### config.mk
export PLATFORM = sky130hd
export DESIGN_NAME = n2_dva_wr_ctl
export DESIGN_NICKNAME = d
export VERILOG_FILES = /design/src/rtl/n2_dva_wr_ctl.sv
export SDC_FILE = /design/constraint.sdc
export NUM_CORES = 1
export LEC_CHECK = 0
export ABC_AREA = 1
export CAP_MARGIN = 10
export CORE_UTILIZATION = 35
export CTS_BUF_LIST = sky130_fd_sc_hd__clkbuf_8
export DETAILED_ROUTE_END_ITERATION = 12
export PLACE_DENSITY = 0.64
export SYNTH_ARGS = -nofsm -noshare
export SYNTH_HDL_FRONTEND = slang
export SYNTH_SLANG_ARGS = --single-unit
### constraint.sdc
create_clock -name l2clk -period 6.6 [get_ports l2clk]
set_input_delay 0.99 -clock l2clk [delete_from_list [all_inputs] [get_ports l2clk]]
set_output_delay 0.99 -clock l2clk [all_outputs]
set_load 0.02 [all_outputs]
### src/rtl/n2_dva_wr_ctl.sv
// Write-port controller for the 32x32 dirty/valid array. It queues masked update
// requests, runs the flash-invalidate sweep, and drives the array write port from registers.
module n2_dva_wr_ctl #(
  parameter int DEPTH   = 4,
  parameter int ENTRIES = 32,
  parameter int AW      = 5,
  parameter int DW      = 32
) (
  input  logic          l2clk,
  input  logic          rst,
  input  logic          tcu_array_wr_inhibit,
  input  logic          req_vld,
  input  logic [AW-1:0] req_idx,
  input  logic [DW-1:0] req_data,
  input  logic [DW-1:0] req_mask,
  output logic          req_rdy,
  input  logic          flash_req,
  output logic          flash_busy,
  output logic          flash_done,
  output logic          flash_ign,
  output logic          arr_wr_en,
  output logic [AW-1:0] arr_wr_addr,
  output logic [DW-1:0] arr_din,
  output logic [DW-1:0] arr_bit_wen
);

  localparam int PW = $clog2(DEPTH);
  localparam int CW = PW + 1;
  localparam int IW = AW + 1;
  localparam int EW = AW + 2 * DW;

  typedef enum logic [1:0] {IDLE, FLASH, DONE} state_t;

  state_t          state_q, state_d;
  logic [PW-1:0]   wptr_q, wptr_d, rptr_q, rptr_d;
  logic [CW-1:0]   cnt_q, cnt_d;
  logic [IW-1:0]   fidx_q, fidx_d;
  logic            wr_en_q, wr_en_d;
  logic [AW-1:0]   addr_q, addr_d;
  logic [DW-1:0]   din_q, din_d, wen_q, wen_d;
  logic            ign_q, ign_d;

  logic [EW-1:0]   mem [DEPTH];
  logic [EW-1:0]   head;
  logic            full, empty, push, pop, flush;

  assign full    = (cnt_q == CW'(DEPTH));
  assign empty   = (cnt_q == '0);
  assign req_rdy = !full;
  assign push    = req_vld && !full;
  assign head    = mem[rptr_q];

  always_ff @(posedge l2clk) begin
    if (push) mem[wptr_q] <= {req_idx, req_data, req_mask};
  end

  always_comb begin
    state_d = state_q;
    fidx_d  = fidx_q;
    pop     = 1'b0;
    flush   = 1'b0;
    wr_en_d = 1'b0;
    addr_d  = '0;
    din_d   = '0;
    wen_d   = '0;
    unique case (state_q)
      IDLE: begin
        if (flash_req) begin
          state_d = FLASH;
          flush   = 1'b1;
          fidx_d  = '0;
        end else if (!empty && !tcu_array_wr_inhibit) begin
          pop     = 1'b1;
          wr_en_d = 1'b1;
          addr_d  = head[EW-1 -: AW];
          din_d   = head[2*DW-1 -: DW];
          wen_d   = head[DW-1:0];
        end
      end
      FLASH: begin
        // fidx reaching ENTRIES means the last write is already on the port.
        if (!tcu_array_wr_inhibit) begin
          if (fidx_q == IW'(ENTRIES)) begin
            state_d = DONE;
          end else begin
            wr_en_d = 1'b1;
            addr_d  = fidx_q[AW-1:0];
            wen_d   = '1;
            fidx_d  = fidx_q + IW'(1);
          end
        end
      end
      DONE: begin
        state_d = IDLE;
        fidx_d  = '0;
      end
      default: state_d = IDLE;
    endcase
  end

  // A flush keeps only a request pushed in the same cycle.
  assign ign_d  = flash_req && (state_q != IDLE);
  assign wptr_d = wptr_q + PW'(push);
  assign rptr_d = flush ? wptr_q : rptr_q + PW'(pop);
  assign cnt_d  = flush ? CW'(push) : cnt_q + CW'(push) - CW'(pop);

  always_ff @(posedge l2clk or posedge rst) begin
    if (rst) begin
      state_q <= IDLE;
      wptr_q  <= '0;
      rptr_q  <= '0;
      cnt_q   <= '0;
      fidx_q  <= '0;
      wr_en_q <= 1'b0;
      addr_q  <= '0;
      din_q   <= '0;
      wen_q   <= '0;
      ign_q   <= 1'b0;
    end else begin
      state_q <= state_d;
      wptr_q  <= wptr_d;
      rptr_q  <= rptr_d;
      cnt_q   <= cnt_d;
      fidx_q  <= fidx_d;
      wr_en_q <= wr_en_d;
      addr_q  <= addr_d;
      din_q   <= din_d;
      wen_q   <= wen_d;
      ign_q   <= ign_d;
    end
  end

  assign flash_busy  = (state_q == FLASH);
  assign flash_done  = (state_q == DONE);
  assign flash_ign   = ign_q;
  assign arr_wr_en   = wr_en_q;
  assign arr_wr_addr = addr_q;
  assign arr_din     = din_q;
  assign arr_bit_wen = wen_q;

endmodule
# Word level (Yosys, flattened, before mapping)
# Memories as Yosys holds them, arrays and structs flattened.
# Cells that the tools add are included.
# totals
ff_bits	86
elab_cells	69
out_inout_bits	74
mem_bits_rw	276
n_memories	1
inputBits	74
# op_classes
eq_ne	8
n_reduce_logical	12
muxes	33
addsub	5
# memory_table
memory	words	width	read_ports	rd_ports_with_merged_regs	wr	line	text
mem	4	69	1	0	1	43	logic [EW-1:0] mem [DEPTH];
# op_table
op	n
two-way mux 32 bit	7
case mux 32 bit (2 select lines)	1
two-way mux 5 bit	4
two-way mux 6 bit	3
case mux 6 bit (3 select lines)	1
case mux 5 bit (2 select lines)	1
two-way mux 1 bit	9
two-way mux 2 bit	4
adder 6 x 1 -> 6 bit, second input constant	1
== test 6 bit, second input constant	1
inequality test 2 bit, second input constant	3
adder 2 x 1 -> 2 bit	2
case mux 2 bit (2 select lines)	1
AND reduction 4 bit	1
adder 3 x 1 -> 3 bit	1
== test 3 bit, second input constant	1
logical AND 1 bit	3
logical NOT 1 bit	3
logical NOT 3 bit	1
two-way mux 3 bit	1
AND reduction 3 bit	1
nonzero test 3 bit	1
subtractor 3 x 1 -> 3 bit	1
== test 2 x 1 -> 1 bit, second input constant	1
5 further kinds	5

# Depth between registers and ports, before layout
# logic_depth
ltp_word	8
ltp_mapped	12
depth_no_buf	11

# Least setup slack after synthesis
# Ideal clock, no wire load.
# synth_path
path_type	input-to-reg
startpoint	input port req_vld
endpoint	memory mem[1][0] in the netlist's numbering (enable)
path_slack_ps	103
n_path_buf	0
t_required_ps	6019
path_stages	3
setup_time_ps	581
arrival_time_ps	5916
cell_sequence	and2_1 inv_1 nor3_1
# synth_via
elab_chain_len	3
# synth_rtl
element	line	text
start: declaration	12	input logic req_vld,
logical AND 1 bit	50	assign push = req_vld && !full;
two-way mux 1 bit	54	if (push) mem[wptr_q] <= {req_idx, req_data, req_mask};
two-way mux 1 bit (implied by the code)	54	
end: declaration	43	
# No other way between the ends.

# Worst setup path in the final report
# layout_path
startpoint	register state_q[0]
endpoint	output port flash_busy
# layout_via
elab_chain_len	1
# layout_rtl
element	line	text
start: declaration	34	state_t state_q, state_d;
start signal: assignment	120	state_q <= state_d;
== test 2 x 1 -> 1 bit	133	assign flash_busy = (state_q == FLASH);
end: declaration	18	output logic flash_busy,
# No other way between the ends.

==> results.json <==
{
  "outcome": "complete, no violations",
  "slew_headroom_pct": 33.1,
  "grt.total_usage_pct": 15.4,
  "routed_wl_um": 29700,
  "htree_levels": 2,
  "cts_setup_buffers": 0,
  "dp_hpwl_um": 16500,
  "cts_root_buf": "clkbuf_8",
  "yosysWarnings": 0,
  "worstPathRequired_ns": 5.61,
  "yosysSeqAreaShare_pct": 76.9,
  "synth_cells": 1047,
  "viasPerCell": 4.64,
  "cts_resized": 0,
  "synth_area_per_cell_um2": 13.0,
  "wl_per_cell_um": 16.8,
  "fmaxAchievable_mhz": 330,
  "end_kind": "output pin",
  "finalClockSkew_ns": 0.0201,
  "drv_cap": 0,
  "antenna_cells": 0,
  "die_height_um": 199,
  "yosys_register_bits": 362,
  "power_density_nw_per_um2": 428,
  "synth_area_um2": 13600,
  "min_period_ns": 3.03,
  "cts_made_buffers": 57,
  "clock_latency_ns": 0.60,
  "maxSlewViolCount": 0,
  "reg2reg_depth": 6,
  "clk_path_buf_depth": 3,
  "hold_path.class": "flop to flop",
  "utilization_pct": 43.9,
  "vias": 8204,
  "grt_max_degree": 95,
  "hold_viol_final": 0,
  "vdd_drop_max_mv": 0.202,
  "clock_power_share_pct": 26.0,
  "ff2ff_setup_slack_ns": 3.84,
  "clock_sinks": 362,
  "worstPathArrival_ns": 2.04,
  "gp_congestion": 0.761,
  "dieArea_um2": 39600,
  "pwr-share-seq_pct": 44.8,
  "setup_ws_ns": 3.57,
  "grt_pass1_vias": 8229,
  "dr.pass1.iters": 5,
  "combPwrFrac_pct": 29.2,
  "port_buffers": 147,
  "core_area_um2": 37900,
  "antenna_found_initial": 6,
  "place_ws_ns": 2.94,
  "rsz0062_at_grt": "no",
  "start_kind": "flop",
  "syn_to_final_growth_pct": 22.7,
  "final_cell_mix": "edfxtp_1, nand2_1, clkdlybuf4s50_1, o21ai_0, dfrtp_1",
  "fin_tns_setup_ns": 0,
  "holdPathStages": 2,
  "fin_nets": 1289,
  "crit_fanout": 9,
  "synth_fp_nets": 1126,
  "num_rows": 71,
  "grt_pass1_wl_um": 46200,
  "power.switching_uw": 2420,
  "die_x_um": 199,
  "internal_power_uw": 4710,
  "worstSetupPathType": "flop to output pin",
  "drive_gt1_share_pct": 9.38,
  "final_common_cell": "edfxtp_1",
  "grt_overflow_total": 0,
  "clk_pin_slew_ns": 0.06,
  "synthDistinctLibCells": 28,
  "setup-violations-final": 0,
  "antenna_left": 0,
  "drtIter0Drc": 444,
  "total_power_uw": 7130,
  "cts_tree": "built",
  "io_pins": 148,
  "ctsHoldBuffers": 0,
  "p_leak_uw": 0.00654,
  "drc_errors": 0,
  "start_util_pct": 35.8,
  "p_sw_share_pct": 34.0,
  "tightest_slew_ns": 1.00,
  "period_share_pct": 46.0
}
## worst max-delay path, stage by stage (launching register included)
cell and delay [ns]:
dfrtp_1 0.45, nand2_2 0.13, clkinv_1 0.25, clkdlybuf4s50_1 0.62
## synthesized netlist by cell type
cell / instances / share of area (%)
nand3b_1: 1 / 0.055
nand3_2: 2 / 0.15
and2_1: 1 / 0.046
o22ai_1: 37 / 1.7
nor2_2: 2 / 0.092
nand3_1: 73 / 2.7
clkbuf_1: 19 / 0.53
or2_2: 2 / 0.092
edfxtp_1: 276 / 61
xor2_1: 3 / 0.19
clkbuf_2: 1 / 0.037
buf_4: 9 / 0.50
a21oi_1: 2 / 0.074
inv_1: 55 / 1.5
buf_2: 21 / 0.77
dfrtp_1: 86 / 16
nor2_1: 80 / 2.2
inv_2: 1 / 0.028
fa_1: 1 / 0.15
buf_6: 6 / 0.50
clkinv_1: 2 / 0.055
nor3_1: 4 / 0.15
ha_1: 4 / 0.37
nand2_2: 5 / 0.23
o21ai_1: 35 / 1.3
nand2_1: 233 / 6.4
o21ai_0: 84 / 3.1
nor2_4: 2 / 0.17
## area by class of cell
cell class,instances,area (um2)
multi-input combinational,571,2630
tap,511,639
timing repair buffer,160,1570
sequential,362,10400
fill,3444,21300
clock buffer,68,936
inverter,58,223
clock inverter,39,219
## sequential cells by signal, indices dropped and copies added, names as in the netlist
signal       cells
arr_bit_wen     32
arr_din         32
arr_wr_addr      5
arr_wr_en        1
cnt_q            3
fidx_q           6
flash_ign        1
mem            276
rptr_q           2
state_q          2
wptr_q           2
## metrics by stage
step	hold WS, ns	cell area [um2]	instances
6_report	0.526	16700	1769
5_1_grt	0.554	16700	1769
4_1_cts	0.525	16700	1769
3_5_place_dp	0.511	15500	1662
3_3_place_gp	0.504	15500	1662
2_1_floorplan	0.480	13600	1047
## power by group through the flow
stage	Sequential [uW]	Combinational, uW	Clock (uW)
finish	3190	2080	1860
global route	3240	2330	2010
CTS	3200	2120	1920
detailed placement	3240	2120	0
global placement	3230	2090	0
floorplan	3390	1220	0
## routing by layer
layer,part of all wire (%),track usage (%)
met4,1.7,4.53
met1,45,20.5
met5,0.24,0
met2,48,24.8
met3,5.5,4.17
## cell families (layout without fill, tap and decap cells)
group	Yosys count	after routing	synth area share [%]
AOI/OAI and AO/OA	158	158	6.16
xor gates and xnor gates	3	3	0.194
adders and majority gates	5	5	0.516
buffers and inverters	114	325	3.93
DFF	362	362	76.9
and+or+nand+nor	405	405	12.3
## worst paths after layout
check | startpoint | to
max | state_q[0] | flash_busy
min | fidx_q[0] | fidx_q[0]
max reg2reg | rptr_q[0] | arr_wr_addr[2]
min reg2reg | fidx_q[0] | fidx_q[0]
max in group asynchronous | rst | rptr_q[0]
min in group asynchronous | rst | fidx_q[3]
Power figures use the tool's default switching activity.
